<file path="src/rtl/dmem_arb_pkg.sv">
// Shared encodings for the data memory arbiter: FSM states, port ids and access op codes.
package dmem_arb_pkg;

  localparam logic [2:0] ST_IDLE      = 3'd0;
  localparam logic [2:0] ST_WRITE     = 3'd1;
  localparam logic [2:0] ST_READ      = 3'd2;
  localparam logic [2:0] ST_READ_WAIT = 3'd3;
  localparam logic [2:0] ST_RMW_WAIT  = 3'd4;

  localparam logic PORT_CPU = 1'b0;
  localparam logic PORT_AUX = 1'b1;

  typedef enum logic [2:0] {
    S_IDLE      = ST_IDLE,
    S_WRITE     = ST_WRITE,
    S_READ      = ST_READ,
    S_READ_WAIT = ST_READ_WAIT,
    S_RMW_WAIT  = ST_RMW_WAIT
  } state_e;

  typedef enum logic [1:0] {
    OP_RD_BYTE = 2'd0,
    OP_RD_WORD = 2'd1,
    OP_WR_BYTE = 2'd2,
    OP_WR_WORD = 2'd3
  } op_e;

  function automatic op_e op_of(input logic wr, input logic word);
    case ({wr, word})
      2'b00:   return OP_RD_BYTE;
      2'b01:   return OP_RD_WORD;
      2'b10:   return OP_WR_BYTE;
      default: return OP_WR_WORD;
    endcase
  endfunction

endpackage

</file>
<file path="src/rtl/dmem_arb_pick.sv">
// Fixed cpu priority with a starvation guard; winner is combinational, count updates at pick strobes.
// Aux is forced through after STARVE_LIMIT cpu grants made while it was waiting.
module dmem_arb_pick
  import dmem_arb_pkg::*;
#(
  parameter int STARVE_LIMIT = 4
) (
  input  logic clk,
  input  logic rst_n,
  input  logic cpu_req,
  input  logic aux_req,
  input  logic pick,
  output logic winner
);

  localparam int            CW    = $clog2(STARVE_LIMIT + 1);
  localparam logic [CW-1:0] LIMIT = CW'(STARVE_LIMIT);

  logic [CW-1:0] starve_cnt;
  logic          aux_win;

  assign aux_win = aux_req && (!cpu_req || (starve_cnt == LIMIT));
  assign winner  = aux_win ? PORT_AUX : PORT_CPU;

  always_ff @(posedge clk or negedge rst_n) begin
    if (!rst_n) begin
      starve_cnt <= '0;
    end else if (!aux_req || (pick && aux_win)) begin
      starve_cnt <= '0;
    end else if (pick && (starve_cnt != LIMIT)) begin
      starve_cnt <= starve_cnt + 1'b1;
    end
  end

endmodule

</file>
<file path="src/rtl/data_mem_arbiter.sv">
// Shares one data memory between cpu and aux; word write 2 cycles, read 3 (Rvalid on 3rd), byte write 4.
// Losing requester holds its command until its Gnt pulse; cpuStall flags a waiting cpu.
module data_mem_arbiter
  import dmem_arb_pkg::*;
#(
  parameter int AW           = 16,
  parameter int MEM_BYTES    = 1024,
  parameter int STARVE_LIMIT = 4
) (
  input  logic          clk,
  input  logic          rst_n,
  input  logic          cpuReq,
  input  logic          cpuWr,
  input  logic          cpuWord,
  input  logic [AW-1:0] cpuAddr,
  input  logic [15:0]   cpuWdata,
  output logic          cpuGnt,
  output logic          cpuRvalid,
  output logic [15:0]   cpuRdata,
  output logic          cpuErr,
  output logic          cpuStall,
  input  logic          auxReq,
  input  logic          auxWr,
  input  logic          auxWord,
  input  logic [AW-1:0] auxAddr,
  input  logic [15:0]   auxWdata,
  output logic          auxGnt,
  output logic          auxRvalid,
  output logic [15:0]   auxRdata,
  output logic          auxErr,
  output logic          memWrEnable,
  output logic          memRdEnable,
  output logic [AW-1:0] memAddress,
  output logic [15:0]   memIn,
  output logic          memNumberOfByte,
  input  logic [15:0]   memOut
);

  state_e        state;
  op_e           cmd_op;
  logic          cmd_port;
  logic [7:0]    cmd_wbyte;
  logic          pick;
  logic          winner;
  logic          sel_wr;
  logic          sel_word;
  logic [AW-1:0] sel_addr;
  logic [15:0]   sel_wdata;
  op_e           sel_op;
  logic [AW:0]   sel_last;
  logic          sel_err;
  logic [15:0]   rdata_next;

  assign pick     = (state == S_IDLE) && (cpuReq || auxReq);
  assign cpuStall = cpuReq & ~cpuGnt;

  dmem_arb_pick #(
    .STARVE_LIMIT(STARVE_LIMIT)
  ) u_pick (
    .clk     (clk),
    .rst_n   (rst_n),
    .cpu_req (cpuReq),
    .aux_req (auxReq),
    .pick    (pick),
    .winner  (winner)
  );

  always_comb begin
    sel_wr    = cpuWr;
    sel_word  = cpuWord;
    sel_addr  = cpuAddr;
    sel_wdata = cpuWdata;
    if (winner == PORT_AUX) begin
      sel_wr    = auxWr;
      sel_word  = auxWord;
      sel_addr  = auxAddr;
      sel_wdata = auxWdata;
    end
  end

  assign sel_op = op_of(sel_wr, sel_word);

  // Highest byte touched: byte writes fetch addr+1 for the merge, so they need it in range too.
  assign sel_last   = {1'b0, sel_addr} + {{AW{1'b0}}, (sel_wr | sel_word)};
  assign sel_err    = sel_last >= (AW+1)'(MEM_BYTES);
  assign rdata_next = (cmd_op == OP_RD_WORD) ? memOut : {8'h00, memOut[7:0]};

  always_ff @(posedge clk or negedge rst_n) begin
    if (!rst_n) begin
      state           <= S_IDLE;
      cmd_op          <= OP_RD_BYTE;
      cmd_port        <= PORT_CPU;
      cmd_wbyte       <= '0;
      cpuGnt          <= 1'b0;
      auxGnt          <= 1'b0;
      cpuErr          <= 1'b0;
      auxErr          <= 1'b0;
      cpuRvalid       <= 1'b0;
      auxRvalid       <= 1'b0;
      cpuRdata        <= '0;
      auxRdata        <= '0;
      memWrEnable     <= 1'b0;
      memRdEnable     <= 1'b0;
      memAddress      <= '0;
      memIn           <= '0;
      memNumberOfByte <= 1'b0;
    end else begin
      cpuGnt      <= 1'b0;
      auxGnt      <= 1'b0;
      cpuErr      <= 1'b0;
      auxErr      <= 1'b0;
      cpuRvalid   <= 1'b0;
      auxRvalid   <= 1'b0;
      memWrEnable <= 1'b0;
      memRdEnable <= 1'b0;
      case (state)
        S_IDLE: begin
          if (pick) begin
            cmd_port   <= winner;
            cmd_op     <= sel_op;
            cmd_wbyte  <= sel_wdata[7:0];
            memAddress <= sel_addr;
            if (sel_err) begin
              // Rejected access reuses the WRITE slot with no enables raised.
              state <= S_WRITE;
              if (winner == PORT_AUX) begin
                auxGnt <= 1'b1;
                auxErr <= 1'b1;
              end else begin
                cpuGnt <= 1'b1;
                cpuErr <= 1'b1;
              end
            end else if (sel_op == OP_WR_WORD) begin
              state           <= S_WRITE;
              memWrEnable     <= 1'b1;
              memIn           <= sel_wdata;
              memNumberOfByte <= 1'b1;
              if (winner == PORT_AUX) auxGnt <= 1'b1;
              else                    cpuGnt <= 1'b1;
            end else if (sel_op == OP_WR_BYTE) begin
              state           <= S_READ;
              memRdEnable     <= 1'b1;
              memNumberOfByte <= 1'b1;
            end else begin
              state           <= S_READ;
              memRdEnable     <= 1'b1;
              memNumberOfByte <= sel_word;
              if (winner == PORT_AUX) auxGnt <= 1'b1;
              else                    cpuGnt <= 1'b1;
            end
          end
        end
        S_WRITE: begin
          state <= S_IDLE;
        end
        S_READ: begin
          state <= (cmd_op == OP_WR_BYTE) ? S_RMW_WAIT : S_READ_WAIT;
        end
        S_READ_WAIT: begin
          state <= S_IDLE;
          if (cmd_port == PORT_AUX) begin
            auxRdata  <= rdata_next;
            auxRvalid <= 1'b1;
          end else begin
            cpuRdata  <= rdata_next;
            cpuRvalid <= 1'b1;
          end
        end
        S_RMW_WAIT: begin
          // Memory always writes two bytes, so the fetched upper byte is written back unchanged.
          state           <= S_WRITE;
          memWrEnable     <= 1'b1;
          memIn           <= {memOut[15:8], cmd_wbyte};
          memNumberOfByte <= 1'b1;
          if (cmd_port == PORT_AUX) auxGnt <= 1'b1;
          else                      cpuGnt <= 1'b1;
        end
        default: begin
          state <= S_IDLE;
        end
      endcase
    end
  end

endmodule

</file>
<file path="config.mk">
export PLATFORM = sky130hd
export DESIGN_NAME = data_mem_arbiter
export DESIGN_NICKNAME = d
export VERILOG_FILES = /design/src/rtl/dmem_arb_pkg.sv /design/src/rtl/dmem_arb_pick.sv /design/src/rtl/data_mem_arbiter.sv
export SDC_FILE = /design/constraint.sdc
export NUM_CORES = 1
export LEC_CHECK = 0
export BUFFER_PORTS_ARGS = -buffer_cell sky130_fd_sc_hd__buf_2
export CORE_ASPECT_RATIO = 2
export CORE_MARGIN = 2
export CORE_UTILIZATION = 32
export CTS_CLUSTER_SIZE = 28
export DETAILED_ROUTE_END_ITERATION = 7
export GPL_TIMING_DRIVEN = 1
export SYNTH_ARGS = -nofsm -noshare
export SYNTH_HDL_FRONTEND = slang
export SYNTH_SLANG_ARGS = --single-unit
</file>
<file path="constraint.sdc">
create_clock -name clk -period 9.1 [get_ports clk]
set_input_delay 1.82 -clock clk [delete_from_list [all_inputs] [get_ports clk]]
set_output_delay 1.82 -clock clk [all_outputs]
set_load 0.02 [all_outputs]
</file>
==> run summary, run 1 <==
The run finished with clean final reports. Pin slew with the least headroom to its limit: 0.9058 ns. The clock period minus worst slack was 5.749 ns. Measured along the x axis, the die boundary spans 86.59 um. The number of max-slew violations in the final report is 0. The tools report the source of the worst hold timing path as cpuRdata[7]$_DFFE_PN0P_.

In this run the mean area of a mapped cell was 9.133 sq um. The number of clock buffers added by TritonCTS is 9. The number of sinks handled by clock tree synthesis was 90; the count of final setup violators was 0. The topmost layer with routed signal wires was met4. The tools report the post-route antenna net violation count as 0. The filler cells instantiated in the layout total 1338.

The antenna diode count is 0, and the die boundary height is 169.2 um. Top flip-flop cell by instance count after synthesis: dfrtp_1. In this run the register-to-register setup slack is 4.39 ns. The logs give 0 for the count of buffers added by post-CTS timing repair for setup and 478 for the number of standard cells after synthesis. The growth of design area from synthesis to finish is 28.95%. The global-route total usage across every layer came out at 19.22%.

The number of hold buffers added after CTS was 0. The clock tree root buffer cell is clkbuf_16. The logs give 0 for the remaining global-route overflow and 34.4% for the clock share of power. The synthesis warning total is 0. Of the available clock period, the critical path in the final layout requires 63.17%. Adding up every negative setup slack in the final design gives 0 ns. In the synthesized netlist the async set-or-reset flop fraction comes to 100.0%. Yosys mapped a number of flops with a built-in enable equal to 0. The worst setup path is captured at a flip-flop. Sink of the worst hold path: cpuRdata[7]$_DFFE_PN0P_. The routed design has 13.82 mm of wire. Worst slew margin relative to its limit: 39.47%.

Summing every instance area after synthesis gives 0.004365 sq mm. The logs give 48 for the number of unique standard cell types used by synthesis and 10.68 mm for the HPWL after detailed placement. Entering global routing, the biggest net connects 62 pins. The dominant cell by count in the synthesized netlist is nand2_1. The cell-internal power was 819.8 uW.

Of all nets on the critical path, the largest fanout is 34. The routed design uses 727 um of met3 wire. For the final-stage net count, the log shows 719.

The I/O pin count is 162. VDD sags by at most 0.09878 mV. Derived from the worst setup path, the maximum achievable clock frequency is 174.0 MHz.

For this design the static power due to leakage is 2.716 nW. After detailed routing, the average wire length per cell comes to 17.55 um. Among all stages on the critical path, the largest delay is contributed by nor2_4. The synthesized design contains 90 register bits.

The number of optimization iterations in the first detailed-route pass is 4, and the cell depth of the worst min-delay path is 2. The H-tree was split into 3 levels. The die covers 0.01465 sq mm. Clock-pin slew was measured on the worst setup and hold paths at 0.07 ns. The share of final-layout standard cells stronger than drive strength 1 works out to 30.54%. The switching part of the total is 32.50%. The wire length on met2 is 7.568 mm, and the number of global-route vias before repair is 4102.

Traced cell by cell, the critical path runs through buf_2, inv_2, nor2_4, nor3_1, nor2_1, ha_1, and4_1, nand4_1, a222oi_1, mux2i_1, nand3_2, nor2_2, o211ai_1. The startpoint identified for the worst register-to-register timing path is u_pick.starve_cnt[0]$_DFFE_PN0P_. The worst hold path belongs to the class reg -> reg. The logs give 0 for the total count of hold-check failures in the final report and 2 for the worst-case clock buffer depth.

In this run the critical register-to-register path is captured at memIn[0]$_DFFE_PN0P_. Setup repair after global routing left no endpoint under its margin. Post-CTS repair changed the size of 0 cells.

In the final layout, the multi-input gates occupy 0.001983 sq mm. The synthesized design spends more area on one cell type than any other, namely dfrtp_1. After floorplanning, the core was divided into 60 placement rows.

The share of total power dissipated in combinational logic is 23.8%. In this run the tool buffered the top-level ports with 161 buffer cells. STA classifies the critical path startpoint as a primary input. On the worst path, the slowest cell contributes a delay of 0.74 ns.

The run gives 0 as the number of antenna violations at the first check in global routing. In the final routing, the length of wire on met1 measures 5.033 mm. The total DRC errors in the routed layout came out at 0. Hold timing on the final database bottoms out at a slack of 0.4717 ns. Critical path class: in -> reg. After the first detailed-routing iteration, the DRC count stood at 210. TritonCTS built the clock tree. By area the synthesized netlist is led by dfrtp_1 (52%), nand2_1 (13%), mux2i_1 (5.3%). The core region is 0.01336 sq mm. The detailed router placed 4103 vias in this run.

For the synthesized netlist net count, the log shows 570. For the worst setup path, the data arrival time is 5.94 ns. The starting density of the core was 32.67%. Ranked by instance count, the synthesized netlist is headed by nand2_1 (157), dfrtp_1 (90), o21ai_0 (46).

The analysis attributes to net switching a power of 394.8 uW. The routability congestion estimate is 0.8448. The portion of synthesized cell area occupied by the leading cell type was 51.59%. Sequential cells account for 41.7% of the total power. Sequential elements use 51.59% of the synthesized area. Summing all flip-flop and latch instances after layout gives 0.002252 sq mm. The detail-routed via count per cell is 5.213.

The first global-routing pass estimated 21.78 mm of wire. Dividing total power by cell area gives a power density of 215.8 mW/mm^2. The tool flagged a number of max-cap violations equal to 0. Across the routed clock network, the largest skew measured is 0.01444 ns. The number of cells on the worst reg-to-reg path is 14. STA puts the critical path data required time at 9.29 ns. The clock reaches the later pin of the worst-skew pair after 0.34 ns.
==> placed cells by master (no fill, tap or decap), types with 4 or more instances in the layout <==
master,count
o21ai_0,45
dfrtp_1,90
and4_1,4
nand2_1,157
ha_1,4
a211o_1,8
buf_4,5
clkbuf_16,9
nor3_1,7
nand3_1,11
mux2i_1,23
a21oi_1,8
inv_1,4
buf_2,160
o211ai_1,18
nand2b_1,4
nor2_1,7
or3_1,10
nor2b_1,4
nor3b_1,5
==> layer usage <==
| layer | global-route usage, % | up-vias |
|---|---|---|
| met3 | 3.210 | 26 |
| met5 | 0 | - |
| met1 | 21.45 | 1960 |
| met2 | 35.02 | 169 |
| li1 | - | 1948 |
| met4 | 8.220 | 0 |
==> kinds of logic after synthesis <==
family | share of synthesized area [%]
buf+inv | 3.353
simple gates | 22.76
xor+xnor | 0.4013
mux | 6.048
flops | 51.59
fa+ha+maj | 1.147
compound gates | 14.70
==> critical path, delay by kind of cell <==
kind | cells | cell delay, ns
simple gates | 7 | 2.57
mux | 1 | 0.26
buf+inv | 2 | 0.43
compound gates | 2 | 0.61
fa+ha+maj | 1 | 0.22
==> cell type report <==
type | instances | share of cell area [%]
clock buffers | 10 | 4.245
multi-input cells | 354 | 35.23
well taps | 155 | 3.445
flip-flops and latches | 90 | 40.01
inverters | 7 | 0.4668
clock inverters | 6 | 1.711
repair buffers | 165 | 14.89
==> flip-flops by register name, summed over array words and instances, names as in the netlist, 2 cells and up <==
name,count
state,3
memIn,16
auxRdata,16
u_pick.starve_cnt,3
cmd_op,2
cmd_wbyte,8
memAddress,16
cpuRdata,16
==> stage by stage <==
stage                     setup slack (ns)  instance area, sq um  utilization [%]  total power [mW]  std cells
after floorplan                      4.175                  4365                -            0.6788        478
after global placement               3.173                  5294            39.62            0.8036        771
after detailed placement             3.031                  5294            39.62            0.8096        771
after CTS                            3.381                  5629            42.13             1.232        787
after global routing                 2.889                  5629            42.13             1.280        787
final                                3.351                  5629            42.13             1.215        787
==> power by group through the flow <==
| stage | Sequential (mW) | Clock, mW | Combinational (mW) |
|---|---|---|---|
| 5_1_grt | 0.517 | 0.443 | 0.320 |
| 3_3_place_gp | 0.513 | 0 | 0.291 |
| 3_5_place_dp | 0.515 | 0 | 0.294 |
| 4_1_cts | 0.509 | 0.429 | 0.294 |
| 6_report | 0.507 | 0.418 | 0.289 |
| 2_1_floorplan | 0.579 | 0 | 0.0998 |
==> worst max-delay path by stage <==
stage	from	end	slack [ns]	cells after the start
global route	auxReq	memIn[3]$_DFFE_PN0P_	2.89	13
detailed placement	auxReq	memIn[0]$_DFFE_PN0P_	3.03	13
CTS	auxReq	memIn[0]$_DFFE_PN0P_	3.38	13
finish	auxReq	memIn[0]$_DFFE_PN0P_	3.35	13
global placement	auxReq	memIn[6]$_DFFE_PN0P_	3.17	13
floorplan	cpuReq	memIn[0]$_DFFE_PN0P_	4.18	15
Power figures use the tool's default switching activity.
==> inputs of run 2 (changes only) <==
- clock period: 9.1 -> 5.7 ns (I/O delays scaled with it)
==> run 2 against run 1 <==
Net effect: clock-buffer cell count down 1; sequential share of layout area up 0.089 points; clock skew down 0.0028 ns; utilization down 0.094 points; register-to-register slack worse by 2.6 ns; non-clock buffer count up 3; routed wire length about the same; global-route usage up 0.15 points; final area down 0.22%; flip-flop and latch count unchanged; largest power group unchanged.
==> run summary, run 2 (same netlist as run 1, synthesis figures left out) <==
The setup slack of the critical path after layout came out at 1.440 ns (-1.912 ns). The number of optimization iterations in the first detailed-route pass is 5 (+1), and the multi-input logic area is 0.001983 sq mm (unchanged). The final-stage net count was 722 (+0.42%); the I/O pin count was 162 (unchanged). The sequential standard cell area is 0.002252 sq mm (unchanged). Most common cell after layout, fill and taps aside: buf_2. The smallest clock period supported by the final layout is computed as 4.260 ns.

The run gives 0 (unchanged) as the count of buffers added by post-CTS timing repair for setup. The root buffer cell chosen for the clock tree is clkbuf_16. The remaining global-route overflow is 0 (unchanged).

The tools report the number of sinks handled by clock tree synthesis as 90 (unchanged). The tools report the setup total negative slack as 0 ns (unchanged). The leakage dissipation was 2.713 nW (-0.11%); the number of violations reported at the end of detailed-routing iteration 0 was 184 (-12%). Area of the core: 0.01336 sq mm (unchanged). Critical path arrival: 4.45 ns (-1.49 ns). The worst min-delay path category was reg -> reg. The tools report the number of max-slew violations in the final report as 0 (unchanged). Portion of the clock cycle consumed by the worst path in the final layout: 74.75%. The quantity of I/O buffers inserted on ports is 161 (unchanged), and the antenna diode count is 0 (unchanged). The total DRC errors in the routed layout is 0 (unchanged). The logs give 58 (-6.5%) for the maximum number of pins on one net before global-route repair and 0.1609 mV (+63%) for the worst IR drop on VDD. The count of final setup violators is 0 (unchanged), and the wire length of the first global-routing pass is 21.91 mm (+0.60%). The run gives 1.75 ns (-2.64 ns) as the worst setup slack for register-to-register paths. From synthesis to final layout, the design area changed by 28.66%.

The critical-path maximum fanout is 16 (-53%). The total of cells resized after clock tree synthesis was 0 (unchanged). The post-route antenna net violation count was 0 (unchanged); the routability congestion estimate was 0.9095 (+7.7%).

The number of antenna violations at the first check in global routing was 0 (unchanged); the final-layout fill cell count was 1372 (+2.5%). The pin slew with the least headroom to its limit was 0.7374 ns (-0.1684 ns). The worst slew margin relative to its limit was 50.84% (+11 points).

The run finished with clean final reports. The run gives 1.038 ns (-1.993 ns) as the post-place setup slack. The global-route total usage across every layer came out at 19.37% (+0.15 points). The tools report the count of hold buffers inserted by post-cts repair as 0 (unchanged). The tools report the later-pin clock latency in the skew report as 0.34 ns (about the same).

The worst setup path is captured at a flip-flop. In the layout the commonest cells are buf_2 (160), nand2_1 (157), dfrtp_1 (90). The HPWL after detailed placement is 10.88 mm (+1.9%). The number of global-route vias before repair is 4149 (+1.1%). The total clock buffers created by CTS was 9 (unchanged). The critical path class is in -> reg. The total count of hold-check failures in the final report is 0 (unchanged), and the data required time at the worst endpoint is 5.89 ns (-3.40 ns). The tools report the startpoint class of the critical path as a primary input.

The share of final-layout standard cells stronger than drive strength 1 is 30.76% (+0.22 points), and the area of the die is 0.01465 sq mm (unchanged). Power per cell area: 335.1 mW/mm^2 (+55%). The detail-routed via count per cell was 5.207 (-0.13%). X dimension of the die: 86.59 um (unchanged).

Overall via count from detail_route: 4108 (+0.12%). The worst-case clock buffer depth came out at 2 (unchanged). The number of H-tree levels came out at 3 (unchanged). The logs give 13.81 mm (about the same) for the post-detailed-routing wire length and 234.7 MHz for the maximum achievable frequency. The die boundary height was 169.2 um (unchanged); the power after layout was 1.882 mW (+55%).

The clock-pin transition on the worst setup and hold timing paths was 0.07 ns (about the same); the average detailed-routed wire length per instance was 17.51 um (-0.26%). Setup repair after global routing left no endpoint under its margin. The tools report the number of max-cap violations as 0 (unchanged). The run gives 32.67% (unchanged) as the starting density of the core. The logs give 60 (unchanged) for the row count and 0.01167 ns (-0.002769 ns) for the clock tree skew after final layout. TritonCTS built the clock tree.
==> run 2: cell count changes in the layout (fill, tap and decap cells not counted), sizes merged <==
cell,previous run,this run
bufinv,2,1
buf,165,168
clkbuf,10,9
inv,7,8
==> run 2: metal layers <==
layer | vias up | wire length (um) | global-route usage (%)
li1 | 1955 | - | -
met1 | 1959 | 5144 | 21.29
met2 | 161 | 7482 | 35.22
met3 | 33 | 649 | 3.405
met4 | 0 | 537 | 8.899
met5 | - | 0 | 0
==> run 2: final cells by class <==
| class | count | share of cell area, % |
|---|---|---|
| Multi-Input combinational cell | 354 | 35.31 |
| Timing Repair Buffer | 168 | 15.33 |
| Sequential cell | 90 | 40.10 |
| Inverter | 7 | 0.4678 |
| Tap cell | 155 | 3.453 |
| Clock buffer | 9 | 4.010 |
| Clock inverter | 6 | 1.337 |
==> run 2: path summary, 6_finish.rpt <==
check / to / depth (start not counted) / from
max: memIn[5]$_DFFE_PN0P_ / 13 / cpuReq
min: cpuRdata[7]$_DFFE_PN0P_ / 2 / cpuRdata[7]$_DFFE_PN0P_
max reg2reg: memIn[5]$_DFFE_PN0P_ / 14 / u_pick.starve_cnt[0]$_DFFE_PN0P_
min reg2reg: cpuRdata[7]$_DFFE_PN0P_ / 2 / cpuRdata[7]$_DFFE_PN0P_
max in group asynchronous: cpuRdata[13]$_DFFE_PN0P_ / 2 / rst_n
min in group asynchronous: memAddress[7]$_DFFE_PN0P_ / 1 / rst_n
==> run 2: worst max-delay path: stages <==
cell and delay [ns]:
buf_2 0.18, a21bo_1 0.35, nand2_2 0.23, nor3_1 0.07, nor2_1 0.16, ha_1 0.23, and4_1 0.23, o211ai_1 0.12
a222oi_1 0.42, mux2i_1 0.27, nand3_2 0.25, nor2_2 0.59, o211ai_1 0.20
==> run 2: stage by stage <==
step                      std cells  instance area [sq um]  util (%)  hold slack [ns]
final                           789                   5617     42.03           0.4688
after global routing            789                   5617     42.03           0.5005
after CTS                       789                   5617     42.03           0.4736
after detailed placement        774                   5316     39.78           0.4571
after global placement          774                   5316     39.78           0.4529
after floorplan                 478                   4365         -           0.4497
==> run 2: report_power, final <==
part / switching [mW] / internal, mW
clock network: 0.263 / 0.345
registers: 0.0623 / 0.748
logic: 0.304 / 0.160
total: 0.630 / 1.25
